`config.mk`:
```
export PLATFORM = sky130hd
export DESIGN_NAME = digitos_ctrl_flat
export DESIGN_NICKNAME = d
export VERILOG_FILES = /design/src/rtl/fechadura_pkg.sv /design/src/rtl/digitos_ctrl_if.sv /design/src/rtl/digitos_timer.sv /design/src/rtl/digitos_ctrl.sv /design/src/flat_wrapper.sv
export SDC_FILE = /design/constraint.sdc
export NUM_CORES = 1
export LEC_CHECK = 0
export CORE_UTILIZATION = 33
export CTS_BUF_LIST = sky130_fd_sc_hd__clkbuf_2
export CTS_CLUSTER_DIAMETER = 120
export DETAILED_ROUTE_END_ITERATION = 6
export PLACE_DENSITY_LB_ADDON = 0.25
export SLEW_MARGIN = 10
export SYNTH_ARGS = -nofsm -noshare
export SYNTH_HDL_FRONTEND = slang
export SYNTH_HIERARCHICAL = 1
export SYNTH_SLANG_ARGS = --single-unit
```
`constraint.sdc`:
```
create_clock -name clk -period 5.2 [get_ports clk]
set_input_delay 1.04 -clock clk [delete_from_list [all_inputs] [get_ports clk]]
set_output_delay 1.04 -clock clk [all_outputs]
set_load 0.1 [all_outputs]
```
`src/rtl/fechadura_pkg.sv`:
```
// Shared lock types: the keypad digit buffer, special key codes and the entry-controller states.
package fechadura_pkg;

  localparam int unsigned NDIG_DEFAULT = 20;

  localparam logic [3:0] KEY_STAR  = 4'hA;
  localparam logic [3:0] KEY_HASH  = 4'hB;
  localparam logic [3:0] KEY_EMPTY = 4'hF;

  typedef struct packed {
    logic [4*NDIG_DEFAULT-1:0] digits;
  } senhaPac_t;

  typedef enum logic [1:0] {IDLE, ENTRY, FLUSH} digctrl_state_t;

  function automatic logic is_digit(input logic [3:0] k);
    return k <= 4'h9;
  endfunction

endpackage

```
`src/rtl/digitos_ctrl_if.sv`:
```
// Keypad-side and consumer-side signals of the digit-entry controller.
interface digitos_ctrl_if;
  import fechadura_pkg::*;

  logic       teclado_en;
  logic       setup_on;
  logic [3:0] key_code;
  logic       key_valid;

  senhaPac_t  digitos_value;
  logic       valid_op;
  logic       valid_setup;
  logic       bip_key;
  logic       key_drop;
  logic [4:0] dig_count;

  modport master (
    output teclado_en, setup_on, key_code, key_valid,
    input  digitos_value, valid_op, valid_setup, bip_key, key_drop, dig_count
  );

  modport slave (
    input  teclado_en, setup_on, key_code, key_valid,
    output digitos_value, valid_op, valid_setup, bip_key, key_drop, dig_count
  );

endinterface

```
`src/rtl/digitos_timer.sv`:
```
// Inactivity counter: synchronous clear, enable, and a sticky terminal-count flag (never wraps).
module digitos_timer #(
  parameter int unsigned TIMEOUT_CYC = 50
) (
  input  logic clk,
  input  logic rst,
  input  logic clr,
  input  logic en,
  output logic tc
);

  localparam int unsigned W = (TIMEOUT_CYC > 2) ? $clog2(TIMEOUT_CYC) : 1;
  localparam logic [W-1:0] LAST = W'(TIMEOUT_CYC - 1);

  logic [W-1:0] cnt_q, cnt_d;

  assign tc = (cnt_q == LAST);

  always_comb begin
    cnt_d = cnt_q;
    if (clr) begin
      cnt_d = '0;
    end else if (en && !tc) begin
      cnt_d = cnt_q + 1'b1;
    end
  end

  always_ff @(posedge clk or posedge rst) begin
    if (rst) begin
      cnt_q <= '0;
    end else begin
      cnt_q <= cnt_d;
    end
  end

endmodule

```
`src/rtl/digitos_ctrl.sv`:
```
// Keypad-entry controller: shifts accepted keys into the shared buffer and strobes exactly one
// consumer (operacional or setup); flushes on '*'/'#', inactivity timeout and owner change.
module digitos_ctrl
  import fechadura_pkg::*;
#(
  parameter int unsigned TIMEOUT_CYC = 5_000_000,
  parameter int unsigned NDIG        = NDIG_DEFAULT
) (
  input logic          clk,
  input logic          rst,
  digitos_ctrl_if.slave bus
);

  localparam logic [4:0] CNT_MAX = 5'(NDIG);

  digctrl_state_t      state_q, state_d;
  logic                owner_q, owner_d;
  logic [4*NDIG-1:0]   digits_q, digits_d;
  logic [4:0]          count_q, count_d;
  logic                valid_op_q, valid_op_d;
  logic                valid_setup_q, valid_setup_d;
  logic                bip_q, bip_d;
  logic                drop_q, drop_d;
  logic                armed_q;
  logic                accept, is_end, owner_chg;
  logic                tmr_clr, tmr_en, tmr_tc;

  // armed_q keeps a key strobed in the reset-release cycle from being taken.
  assign accept = bus.key_valid && bus.teclado_en && (bus.key_code <= KEY_HASH) &&
                  (state_q != FLUSH) && armed_q;
  assign is_end    = (bus.key_code == KEY_STAR) || (bus.key_code == KEY_HASH);
  assign owner_chg = (bus.setup_on != owner_q);

  digitos_timer #(
    .TIMEOUT_CYC (TIMEOUT_CYC)
  ) u_timer (
    .clk (clk),
    .rst (rst),
    .clr (tmr_clr),
    .en  (tmr_en),
    .tc  (tmr_tc)
  );

  always_comb begin
    state_d       = state_q;
    owner_d       = owner_q;
    digits_d      = digits_q;
    count_d       = count_q;
    valid_op_d    = accept && !owner_q;
    valid_setup_d = accept && owner_q;
    bip_d         = accept;
    drop_d        = bus.key_valid && !accept;
    tmr_clr       = accept;
    tmr_en        = 1'b0;

    if (accept) begin
      digits_d = {digits_q[4*NDIG-5:0], bus.key_code};
      if (is_digit(bus.key_code) && (count_q != CNT_MAX)) begin
        count_d = count_q + 5'd1;
      end
    end

    unique case (state_q)
      IDLE: begin
        // Buffer is empty here, so an owner change just retargets future strobes.
        if (accept) begin
          state_d = ENTRY;
        end else begin
          owner_d = bus.setup_on;
        end
      end
      ENTRY: begin
        tmr_en = 1'b1;
        if (accept) begin
          if (is_end || owner_chg) begin
            state_d = FLUSH;
          end
        end else if (tmr_tc || owner_chg) begin
          state_d = FLUSH;
        end
      end
      FLUSH: begin
        digits_d = '1;
        count_d  = '0;
        tmr_clr  = 1'b1;
        owner_d  = bus.setup_on;
        state_d  = IDLE;
      end
      default: state_d = IDLE;
    endcase
  end

  always_ff @(posedge clk or posedge rst) begin
    if (rst) begin
      state_q       <= IDLE;
      owner_q       <= 1'b0;
      digits_q      <= '1;
      count_q       <= '0;
      valid_op_q    <= 1'b0;
      valid_setup_q <= 1'b0;
      bip_q         <= 1'b0;
      drop_q        <= 1'b0;
      armed_q       <= 1'b0;
    end else begin
      state_q       <= state_d;
      owner_q       <= owner_d;
      digits_q      <= digits_d;
      count_q       <= count_d;
      valid_op_q    <= valid_op_d;
      valid_setup_q <= valid_setup_d;
      bip_q         <= bip_d;
      drop_q        <= drop_d;
      armed_q       <= 1'b1;
    end
  end

  assign bus.digitos_value.digits = digits_q;
  assign bus.valid_op             = valid_op_q;
  assign bus.valid_setup          = valid_setup_q;
  assign bus.bip_key              = bip_q;
  assign bus.key_drop             = drop_q;
  assign bus.dig_count            = count_q;

endmodule

```
`src/flat_wrapper.sv`:
```
// flat-port wrapper written by rule: the top's interface ports become plain ports
module digitos_ctrl_flat import fechadura_pkg::*;
#(
  parameter int unsigned TIMEOUT_CYC = 5_000_000,
  parameter int unsigned NDIG        = NDIG_DEFAULT
)
  (clk, rst, bus_teclado_en, bus_setup_on, bus_key_code, bus_key_valid, bus_digitos_value, bus_valid_op, bus_valid_setup, bus_bip_key, bus_key_drop, bus_dig_count);
  digitos_ctrl_if bus_i ();
  input logic clk;
  input logic rst;
  input wire logic [$bits(bus_i.teclado_en)-1:0] bus_teclado_en;
  input wire logic [$bits(bus_i.setup_on)-1:0] bus_setup_on;
  input wire logic [$bits(bus_i.key_code)-1:0] bus_key_code;
  input wire logic [$bits(bus_i.key_valid)-1:0] bus_key_valid;
  output wire logic [$bits(bus_i.digitos_value)-1:0] bus_digitos_value;
  output wire logic [$bits(bus_i.valid_op)-1:0] bus_valid_op;
  output wire logic [$bits(bus_i.valid_setup)-1:0] bus_valid_setup;
  output wire logic [$bits(bus_i.bip_key)-1:0] bus_bip_key;
  output wire logic [$bits(bus_i.key_drop)-1:0] bus_key_drop;
  output wire logic [$bits(bus_i.dig_count)-1:0] bus_dig_count;
  assign bus_i.teclado_en = bus_teclado_en;
  assign bus_i.setup_on = bus_setup_on;
  assign bus_i.key_code = bus_key_code;
  assign bus_i.key_valid = bus_key_valid;
  assign bus_digitos_value = bus_i.digitos_value;
  assign bus_valid_op = bus_i.valid_op;
  assign bus_valid_setup = bus_i.valid_setup;
  assign bus_bip_key = bus_i.bip_key;
  assign bus_key_drop = bus_i.key_drop;
  assign bus_dig_count = bus_i.dig_count;
  digitos_ctrl #(.TIMEOUT_CYC(TIMEOUT_CYC), .NDIG(NDIG)) u_core (.clk(clk), .rst(rst), .bus(bus_i));
endmodule
```
[Yosys cells after proc, flatten, opt, wreduce, memory -nomap -nowiden]
Cells that the tools add are included.
Operators by class
  eq/ne operators: 12
  add/subtract/negate cells: 2
  order comparisons: 2
  reduce and logical (&&, ||, !) cells: 23
  mux-type cells: 16
Operators with widths (count)
  $mux W80: 2
  $mux W23: 2
  $add A23 B1 Y23 const B: 1
  $eq A23 B23 Y1 const B: 1
  $mux W5: 3
  $logic_and A1 B1 Y1: 9
  $eq A4 B4 Y1 const B: 2
  $le A4 B4 Y1 const B: 2
  $mux W2: 4
  $reduce_bool A2 Y1: 4
  $add A5 B1 Y5 const B: 1
  $ne A5 B5 Y1 const B: 1
  $ne A2 B2 Y1 const B: 2
  $pmux W2 S2: 1
  $reduce_and A2 Y1: 2
  $logic_not A1 Y1: 3
  $logic_or A1 B1 Y1: 3
  $mux W1: 3
  $ne A3 B1 Y1 const B: 1
  $ne A3 B3 Y1 const B: 1
  $reduce_and A3 Y1: 1
  $eq A2 B1 Y1 const B: 1
  $eq A2 B2 Y1 const B: 1
  $logic_not A2 Y1: 1
  other kinds (3): 3
Storage, ports and cells
  input bits: 9
  flip-flop bits (word level): 116

[Depth between registers and ports, before layout]
Gate-level depths: netlist (run 1).
  depth in word-level cells: 6
  gate-level depth with buffers: 8

[Hierarchy]
The synthesis (run 1) kept the hierarchy.
By module, submodules not included
  digitos_ctrl: cells an instance 407, seq. area each 2427.3 sq um, times used 1, area an instance 3862.5 sq um
  digitos_timer: cells an instance 137, seq. area each 575.6 sq um, times used 1, area an instance 1270.0 sq um

[Worst setup path before layout (run 1)]
Ideal clock, no wire load.
  path kind: input-to-reg
  start point: in bus_key_valid
  end point: reg u_core.u_timer.cnt_q[0]
  buffers on the path: 3
  data required time: 5.068 ns
  setup time: 0.132 ns
  slack: 2.794 ns
  arrival: 2.274 ns
  cell stages on the path: 7
  path through: nand3_1 a211o_1 buf_2 buf_2 nand2_1 clkbuf_1 nor2_1
Between the ends
  longest elaborated chain between the ends: 6
Ends and longest elaborated chain
  start: declaration: RTL line flat_wrapper.sv:14  | input wire logic [$bits(bus_i.key_valid)-1:0] bus_key_valid;
  $logic_and A1 B1 Y1 (*) (3 in series): RTL line digitos_ctrl.sv:29  | assign accept = bus.key_valid && bus.teclado_en && (bus.key_code <= KEY_HASH) &&
  $logic_and A1 B1 Y1 (*): RTL line digitos_ctrl.sv:30  | (state_q != FLUSH) && armed_q;
  $mux W1 (*): RTL line digitos_ctrl.sv:63  | unique case (state_q)
  via u_core.tmr_clr: RTL line digitos_ctrl.sv:26  | logic tmr_clr, tmr_en, tmr_tc;
  $mux W23 or $reduce_bool A2 Y1 (tied branches)
  end signal: assignment: RTL line digitos_timer.sv:32  | cnt_q <= cnt_d;
  end: declaration: RTL line digitos_timer.sv:15  | logic [W-1:0] cnt_q, cnt_d;
The timed path passes the listed nets; every way through them passes the cells marked *.
A chain may end at the register's enable or synchronous reset.

[Worst setup path in the final report (run 1)]
  start point: reg u_core.digits_q[52] (netlist: u_core/bus.digitos_value[52])
  end point: out bus_digitos_value[52]
RTL lines
  start: declaration: RTL line digitos_ctrl.sv:18  | logic [4*NDIG-1:0] digits_q, digits_d;
  start signal: assignment: RTL line digitos_ctrl.sv:107  | digits_q <= digits_d;
  end: declaration: RTL line flat_wrapper.sv:15  | output wire logic [$bits(bus_i.digitos_value)-1:0] bus_digitos_value;
No word-level cell between the ends.

==> impl_results.md, run 1 <==
* Slowest cell on crit path: clkdlybuf4s50_1
* Max Freq at 0.2924 GHz
* Worst Path Arrival at 2.38 ns
* Sequential fraction of the synthesis area at 58.51%
* Total CTS buffers at 17
* Dominant synthesized flop cell: dfstp_2
* Core area at 15,200 µm²
* Clock transition at path regs at 0.17 ns
* CP delay by family, top: buffers and inverters
* Hpwl dp at 8.230 mm
* Top cell type's share of synthesized area at 40.96%
* Fin crit period at 3.420 ns
* Most common cell after layout, fill and taps aside: nand2_1
* Final Cycle Share at 65.77%
* CTS Hold Bufs at 0
* Post-Syn Nets at 556
* Detail Route Antenna Nets at 0
* Clock Sinks at 116
* Final #Nets at 643
* All-layer global routing usage at 16.62%
* Critical path's largest stage delay at 1.18 ns
* CTS max path bufs at 2
* Core Util, Final at 42.21%
* # fillers at 1,489
* Pin count of the biggest net entering global routing at 81
* Starting Density at 33.76%
* Hold Vio Cnt, Final at 0
* Diode count at 0
* Number of global-route vias before repair at 4,066
* Crit-path max FO at 3
* EDFF count, synth at 0
* Max-cap violations at 0
* First-pass GRT wire length at 20.88 mm
* CP endpoint kind: output port
* Worst Path Buf+Inv at 1
* Async SR Flop Fraction at 100.0%
* Cell taking the most area after synthesis: dfstp_2
* Area Overhead vs Synth at 25.04%
* Worst Skew at 0.02610 ns
* Number of synthesis warnings at 6
* Post-CTS Setup Bufs at 0
* Post-Route WL at 12.57 mm
* First-pass iteration count of the detailed router at 5
* #FFs+latches synth at 116
* Clock H-tree levels at 4
* Worst skew pair latency at 0.63 ns
* Critical path cell sequence: clkdlybuf4s50_1
* Most frequent cells in the layout: 172 x nand2_1, 97 x clkdlybuf4s50_1, 84 x nand3_1
* Starting DRT DRC Count at 333
* Crit Path Class: flop to output port
* RePlAce Congestion at 0.7448
* Die Y at 126.7 µm
* Slew margin rel. at 19.95%
* Syn Inst Count at 544
* CTS Root Cell: clkbuf_2
* Syn_area_per_cell at 9.435 µm²
* GRT Residual Overflow at 0
* Clock tree from TritonCTS: done
* TNS Setup at 0 ns
* RSZ-0062 raised after global routing: no
* Port bufs at 97
* Outcome: complete, no violations
* Final setup violation count at 0
* Worst-margin pin slew at 1.193 ns
* Die Width at 126.7 µm
* Row count at 45
* Die ar. at 16,060 µm²
* WL/cell at 15.10 µm
* CP required at 4.16 ns
* Mapped Area at 5132 µm²
* Post-CTS resize count at 0
* HP Class: flop to flop
* Max Transition Viols Final at 0
* Startpoint Class: flop
* DR vias/cell at 4.983
* # DRC at 0
* Synth area leaders: dfstp_2 41%, dfrtp_1 18%, nand2_1 13%
* # IOs at 98
* Initial antenna violation count at 0
* Post-synth cell types at 46
* Detailed-route via count at 4,146
* Share of post-route cells with drive strength above 1 at 18.79%
==> per-layer routing <==
metal | share of wire (%) | wire (µm) | GRT usage (%)
met1 | 48 | 5980 | 22.23
met3 | 4.3 | 545 | 4.555
met4 | 0.49 | 61 | 5.532
met2 | 48 | 5977 | 26.10
met5 | 0 | 0 | 0
==> kinds of logic after synthesis <==
family,Yosys count,share of synthesized area (%)
XOR/XNOR,12,2.048
flip-flops,116,58.51
buffers and inverters,41,3.803
AO/OA/AOI/OAI,35,4.193
adder cells (fa/ha/maj),3,0.7314
multiplexers,5,1.048
AND/OR/NAND/NOR,331,29.60
other,1,0.07306
==> sequential cells by signal (all words and copies together), names as in the netlist <==
register,cells
u_core/bus.valid_op,1
u_core/bus.bip_key,1
u_core/bus.digitos_value,80
u_core/state_q,2
u_core/owner_q,1
u_core/bus.key_drop,1
u_core/armed_q,1
u_core/bus.valid_setup,1
u_core/u_timer/cnt_q,23
u_core/bus.dig_count,5
==> through the flow <==
| step | hold slack [ns] | instances | setup WS, ns | instance area [µm²] |
|---|---|---|---|---|
| after detailed placement | 0.4680 | 800 | 1.791 | 6213 |
| after floorplan | 0.4487 | 544 | 1.872 | 5132 |
| after global routing | 0.5148 | 832 | 1.618 | 6417 |
| after global placement | 0.4627 | 800 | 1.837 | 6213 |
| after CTS | 0.4889 | 832 | 1.681 | 6417 |
| final | 0.4803 | 832 | 1.780 | 6417 |
==> cells in the mapped netlist, drive strengths merged, types with 5 or more instances <==
| cell | count |
|---|---|
| nand2 | 172 |
| nand3 | 85 |
| dfstp | 80 |
| dfrtp | 36 |
| buf | 21 |
| nor2 | 21 |
| clkbuf | 13 |
| o21ai | 12 |
| a21oi | 10 |
| inv | 7 |
| nor2b | 7 |
| or4 | 7 |
| xnor2 | 7 |
| nand4 | 6 |
| nor3 | 6 |
| o31ai | 6 |
| or3 | 6 |
| nor4 | 5 |
| xor2 | 5 |
==> area by class of cell <==
type                            count  area [µm²]  area share (%)
Sequential cell                   116        3003           46.79
Multi-Input combinational cell    387        1938           30.20
Timing Repair Buffer              102        1008           15.71
Tap cell                          188       235.2           3.665
Clock buffer                       24       120.1           1.872
Clock inverter                      8       83.83           1.306
Inverter                            7       28.78          0.4484
==> final timing paths <==
check,cells past startpoint,slack [ns],endpoint,start
setup reg to reg,5,2.66,u_core/u_timer/cnt_q[17],u_core/u_timer/cnt_q[2]
setup / recovery,1,1.78,bus_digitos_value[52],u_core/bus.digitos_value[52]
hold / removal,2,0.48,u_core/bus.digitos_value[16],u_core/bus.digitos_value[12]
max in group asynchronous,3,3.33,u_core/bus.digitos_value[4],rst
min in group asynchronous,2,0.97,u_core/u_timer/cnt_q[19],rst
hold reg to reg,2,0.48,u_core/bus.digitos_value[16],u_core/bus.digitos_value[12]
Power of run 1 is left out: the tool's default activity adds up to more than one toggle a clock period on the data nets, which glitch-free logic cannot reach.
==> run 2: changes to the inputs <==
==> constraint.sdc (replaced) <==
create_clock -name clk -period 2.7 [get_ports clk]
set_input_delay 0.54 -clock clk [delete_from_list [all_inputs] [get_ports clk]]
set_output_delay 0.54 -clock clk [all_outputs]
set_load 0.1 [all_outputs]
==> run 2 against run 1 <==
  * Routed wire length is 0.56% higher
  * Critical path depth is 4 higher
  * Register-to-register slack worse by 2.1 ns
  * Design area is 2.3% lower
  * Sequential share of layout area is 1.1 points higher
  * First-iteration DRC count is 0.30% higher
  * Worst setup slack worse by 1.2 ns
  * Cell count is 1.2% higher
  * Non-clock buffer count is 10 higher
  * Largest cell class unchanged
  * Highest routed layer unchanged
==> impl_results.md, run 2 (same netlist as run 1, synthesis figures left out) <==
* Starting Density at 33.76%
* Clock tree from TritonCTS: done
* Detailed-route via count at 4,183
* Startpoint Class: flop
* Critical path's largest stage delay at 0.56 ns
* Crit Path Class: flop to flop
* CTS max path bufs at 2
* Final #Nets at 653
* Slowest cell on crit path: or4_1
* Worst skew pair latency at 0.67 ns
* Post-CTS resize count at 0
* Post-CTS Setup Bufs at 0
* Max-cap violations at 0
* Cell area after layout at 6270 µm²
* RePlAce Congestion at 0.7704
* Crit-path max FO at 11
* Max Freq at 0.4631 GHz
* CP required at 3.27 ns
* Core Util, Final at 41.24%
* Largest register FFs at 80
* Starting DRT DRC Count at 334
* Core area at 15,200 µm²
* Port bufs at 97
* Hold Vio Cnt, Final at 0
* Clock H-tree levels at 4
* Pin count of the biggest net entering global routing at 83
* RSZ-0062 raised after global routing: no
* Post-Route WL at 12.64 mm
* Share of post-route cells with drive strength above 1 at 33.49%
* Die Width at 126.7 µm
* Clock transition at path regs at 0.16 ns
* # DRC at 0
* Initial antenna violation count at 0
* Critical path cell sequence: and4_1 > nand4_2 > or4_1 > nor2_1 > mux2_1
* Post-DP Area at 6092 µm²
* Worst-margin pin slew at 0.8238 ns
* Max Transition Viols Final at 0
* Diode count at 0
* WL/cell at 15.01 µm
* Die ar. at 16,060 µm²
* HP Class: input pin to async pin
* Row count at 45
* CP endpoint kind: flop
* Most frequent cells in the layout: 172 x nand2_1, 102 x buf_4, 84 x nand3_1
* Total CTS buffers at 17
* DR vias/cell at 4.968
* Slew margin rel. at 45.08%
* Number of global-route vias before repair at 3,951
* All-layer global routing usage at 16.59%
* Final setup violation count at 0
* CTS Hold Bufs at 0
* Worst Path Arrival at 2.73 ns
* CTS Root Cell: clkbuf_2
* Area Overhead vs Synth at 22.16%
* Hold Worst Slack at 0.2478 ns
* GRT Residual Overflow at 0
* Detail Route Antenna Nets at 0
* Outcome: complete, no violations
* First-pass iteration count of the detailed router at 4
* # IOs at 98
* Hpwl dp at 8.370 mm
* First-pass GRT wire length at 20.77 mm
* TNS Setup at 0 ns
* Fin crit period at 2.159 ns
* Die Y at 126.7 µm
* Most common cell after layout, fill and taps aside: nand2_1
* Clock Sinks at 116
* Worst Skew at 0.02728 ns
* Final Cycle Share at 79.97%
==> run 2: worst max-delay path: cells and delay by family (launching register included) <==
kind	cells	cell delay (ns)
flip-flops	1	0.44
multiplexers	1	0.32
AND/OR/NAND/NOR	4	1.32
==> run 2: layout make-up <==
type | instances | area (µm²)
clock buffer | 23 | 115.1
clock inverter | 9 | 62.56
fill | 1493 | 8932
inverter | 7 | 30.03
multi-input combinational | 387 | 1938
sequential | 116 | 3003
tap | 188 | 235.2
timing repair buffer | 112 | 885.9
==> run 2: routing by layer <==
| metal | wire [µm] | vias to the layer above | global-route usage (%) | share of wire [%] |
|---|---|---|---|---|
| met5 | 0 | - | 0 | 0 |
| met4 | 151 | 0 | 5.882 | 1.2 |
| met3 | 599 | 11 | 4.766 | 4.7 |
| met2 | 6064 | 86 | 24.83 | 48 |
| met1 | 5821 | 2064 | 22.96 | 46 |
| li1 | - | 2022 | - | - |
==> run 2: metrics by stage <==
| stage | cells | worst slack (ns) |
|---|---|---|
| floorplan | 544 | 0.5130 |
| global placement | 810 | 0.2444 |
| detailed placement | 810 | 0.2259 |
| CTS | 842 | 0.4762 |
| global route | 842 | 0.4152 |
| finish | 842 | 0.5407 |
==> run 2: worst paths after layout <==
path,startpoint,to,slack (ns),cells after the start
setup / recovery,u_core/u_timer/cnt_q[3],u_core/u_timer/cnt_q[19],0.54,5
hold / removal,rst,u_core/state_q[1],0.25,2
setup reg to reg,u_core/u_timer/cnt_q[3],u_core/u_timer/cnt_q[19],0.54,5
hold reg to reg,u_core/bus.digitos_value[75],u_core/bus.digitos_value[79],0.47,2
max in group asynchronous,rst,u_core/bus.digitos_value[74],1.75,3
min in group clk,bus_key_code[0],u_core/bus.digitos_value[0],0.37,3
Power of run 2 is left out for the same reason.
==> run 3: changes to the inputs <==
==> constraint.sdc (replaced) <==
create_clock -name clk -period 1.75 [get_ports clk]
set_input_delay 0.35 -clock clk [delete_from_list [all_inputs] [get_ports clk]]
set_output_delay 0.35 -clock clk [all_outputs]
set_load 0.1 [all_outputs]
==> run 3 against run 2 <==
  * The flow now finishes with violations (setup timing)
  * Design area grew 41%
  * Global-route usage grew 2.6 points
  * Worst setup slack lost 0.64 ns
  * Sequential cell count is the same
  * Cell count grew 17%
  * Via count grew 16%
  * Critical path depth grew 1
  * Non-clock buffer count grew 140
  * First-iteration DRC count grew 14%
  * Critical endpoint unchanged
  * Largest cell class is now non-clock buffers
==> impl_results.md, run 3 (same netlist as run 1, synthesis figures left out) <==
* Die Width at 126.7 µm
* Most common cell after layout, fill and taps aside: nand2_1
* CP required at 2.33 ns
* Met3 Use GR at 4.808%
* Detailed-route via count at 4,849
* DR vias/cell at 4.943
* Row count at 45
* Die Y at 126.7 µm
* All-layer global routing usage at 19.15%
* Failing checks: setup timing
* Pre-CTS setup slack at -0.2959 ns
* Worst Path Arrival at 2.44 ns
* Port bufs at 97
* Die ar. at 16,060 µm²
* Max Freq at 0.5399 GHz
* Initial antenna violation count at 0
* Met1 capacity usage during global routing at 23.58%
* Final setup violation count at 89
* Total CTS buffers at 17
* Crit Path Class: flop to flop
* CTS Root Cell: clkbuf_2
* Slowest cell on crit path: or4_1
* Worst skew pair latency at 0.69 ns
* Diode count at 0
* Hold Vio Cnt, Final at 0
* WL/cell at 15.69 µm
* CTS max path bufs at 2
* CP delay by family, top: simple AND/OR/NAND/NOR gates
* GRT Residual Overflow at 0
* Most frequent cells in the layout: 170 x nand2_1, 139 x buf_4, 95 x buf_12
* Share of post-route cells with drive strength above 1 at 51.32%
* Finished Layout Cells at 981
* Placed cells at 852
* GRT Max-Usage Layer: met2
* Cell area after layout at 8848 µm²
* Clock transition at path regs at 0.18 ns
* CTS Hold Bufs at 0
* Final worst slack at -0.1021 ns
* Starting DRT DRC Count at 380
* Met2 GRT Util at 32.66%
* Largest register FFs at 80
* Final #Nets at 793
* # DRC at 0
* Fin crit period at 1.852 ns
* Clock tree from TritonCTS: done
* Hpwl dp at 9.417 mm
* Clock Sinks at 116
* First-pass GRT wire length at 24.06 mm
* RSZ-0062 raised after global routing: yes
* Post-Route WL at 15.39 mm
* Max-cap violations at 0
* Area Overhead vs Synth at 72.40%
* HP Class: input pin to async pin
* Outcome: finished with violations
* Post-DP Area at 7577 µm²
* Max Transition Viols Final at 0
* Number of global-route vias before repair at 4,823
* Worst Path Buf+Inv at 1
* Detail Route Antenna Nets at 0
* Starting Density at 33.76%
* Startpoint Class: flop
* Critical path cell sequence: buf_6 > and2_4 > nand4_4 > or4_1 > nor2_1 > mux2_1
* Core Util, Final at 58.21%
* RePlAce Congestion at 0.8189
* # IOs at 98
* Clock H-tree levels at 4
* Critical path's largest stage delay at 0.49 ns
* First-pass iteration count of the detailed router at 6
* Final Cycle Share at 105.8%
* Crit-path max FO at 3
* Core area at 15,200 µm²
* Pin count of the biggest net entering global routing at 62
* Worst Skew at 0.03526 ns
* CP endpoint kind: flop
run 3: changes by cell type in the layout (fill, tap and decap cells not counted), moves of 7 or more:
cell	previous run	this run
buf_6	0	8
a21oi_1	10	3
buf_12	2	95
buf_4	102	139
dfrtp_1	36	28
run 3: repair_timing:
item,4_1_cts,5_1_grt
cloned,0,2
setup endpoints to repair,101,146
setup buffers,77,20
pin swaps,12,22
gates resized for setup,21,41
run 3: per-stage QoR:
stage	setup TNS (ns)	hold WS, ns
finish	-4.078	0.07073
global route	-13.08	0.04496
CTS	-10.75	0.007223
detailed placement	-24.68	0.4765
global placement	-19.86	0.4807
floorplan	-0.03931	0.3519
run 3: cell type report:
cell class,instances,area [µm²]
clock buffer,19,95.09
clock inverter,12,162.7
fill,1291,6354
inverter,7,35.03
multi-input combinational,387,2157
sequential,116,3018
tap,188,235.2
timing repair buffer,252,3146
run 3: worst paths after layout:
kind                                         startpoint                           end  slack (ns)  cells past startpoint
max in group asynchronous                           rst  u_core/bus.digitos_value[33]        1.15                      3
worst min-delay path                                rst      u_core/u_timer/cnt_q[22]        0.07                      3
worst max-delay path            u_core/u_timer/cnt_q[1]      u_core/u_timer/cnt_q[19]       -0.10                      6
worst max register to register  u_core/u_timer/cnt_q[1]      u_core/u_timer/cnt_q[19]       -0.10                      6
worst min register to register           u_core/owner_q           u_core/bus.valid_op        0.50                      1
min in group clk                        bus_key_code[0]   u_core/bus.digitos_value[0]        0.21                      3
run 3: worst reg2reg max path: stages, from the launching register on:
cell	delay [ns]
dfrtp_1	0.46
buf_6	0.12
and2_4	0.15
nand4_4	0.08
or4_1	0.49
nor2_1	0.12
mux2_1	0.33
run 3: per-layer routing:
layer,vias up,part of all wire (%)
met5,-,0
met4,0,1.7
met3,24,4.4
met2,118,51
met1,2403,43
li1,2304,-
Power of run 3 is left out for the same reason.
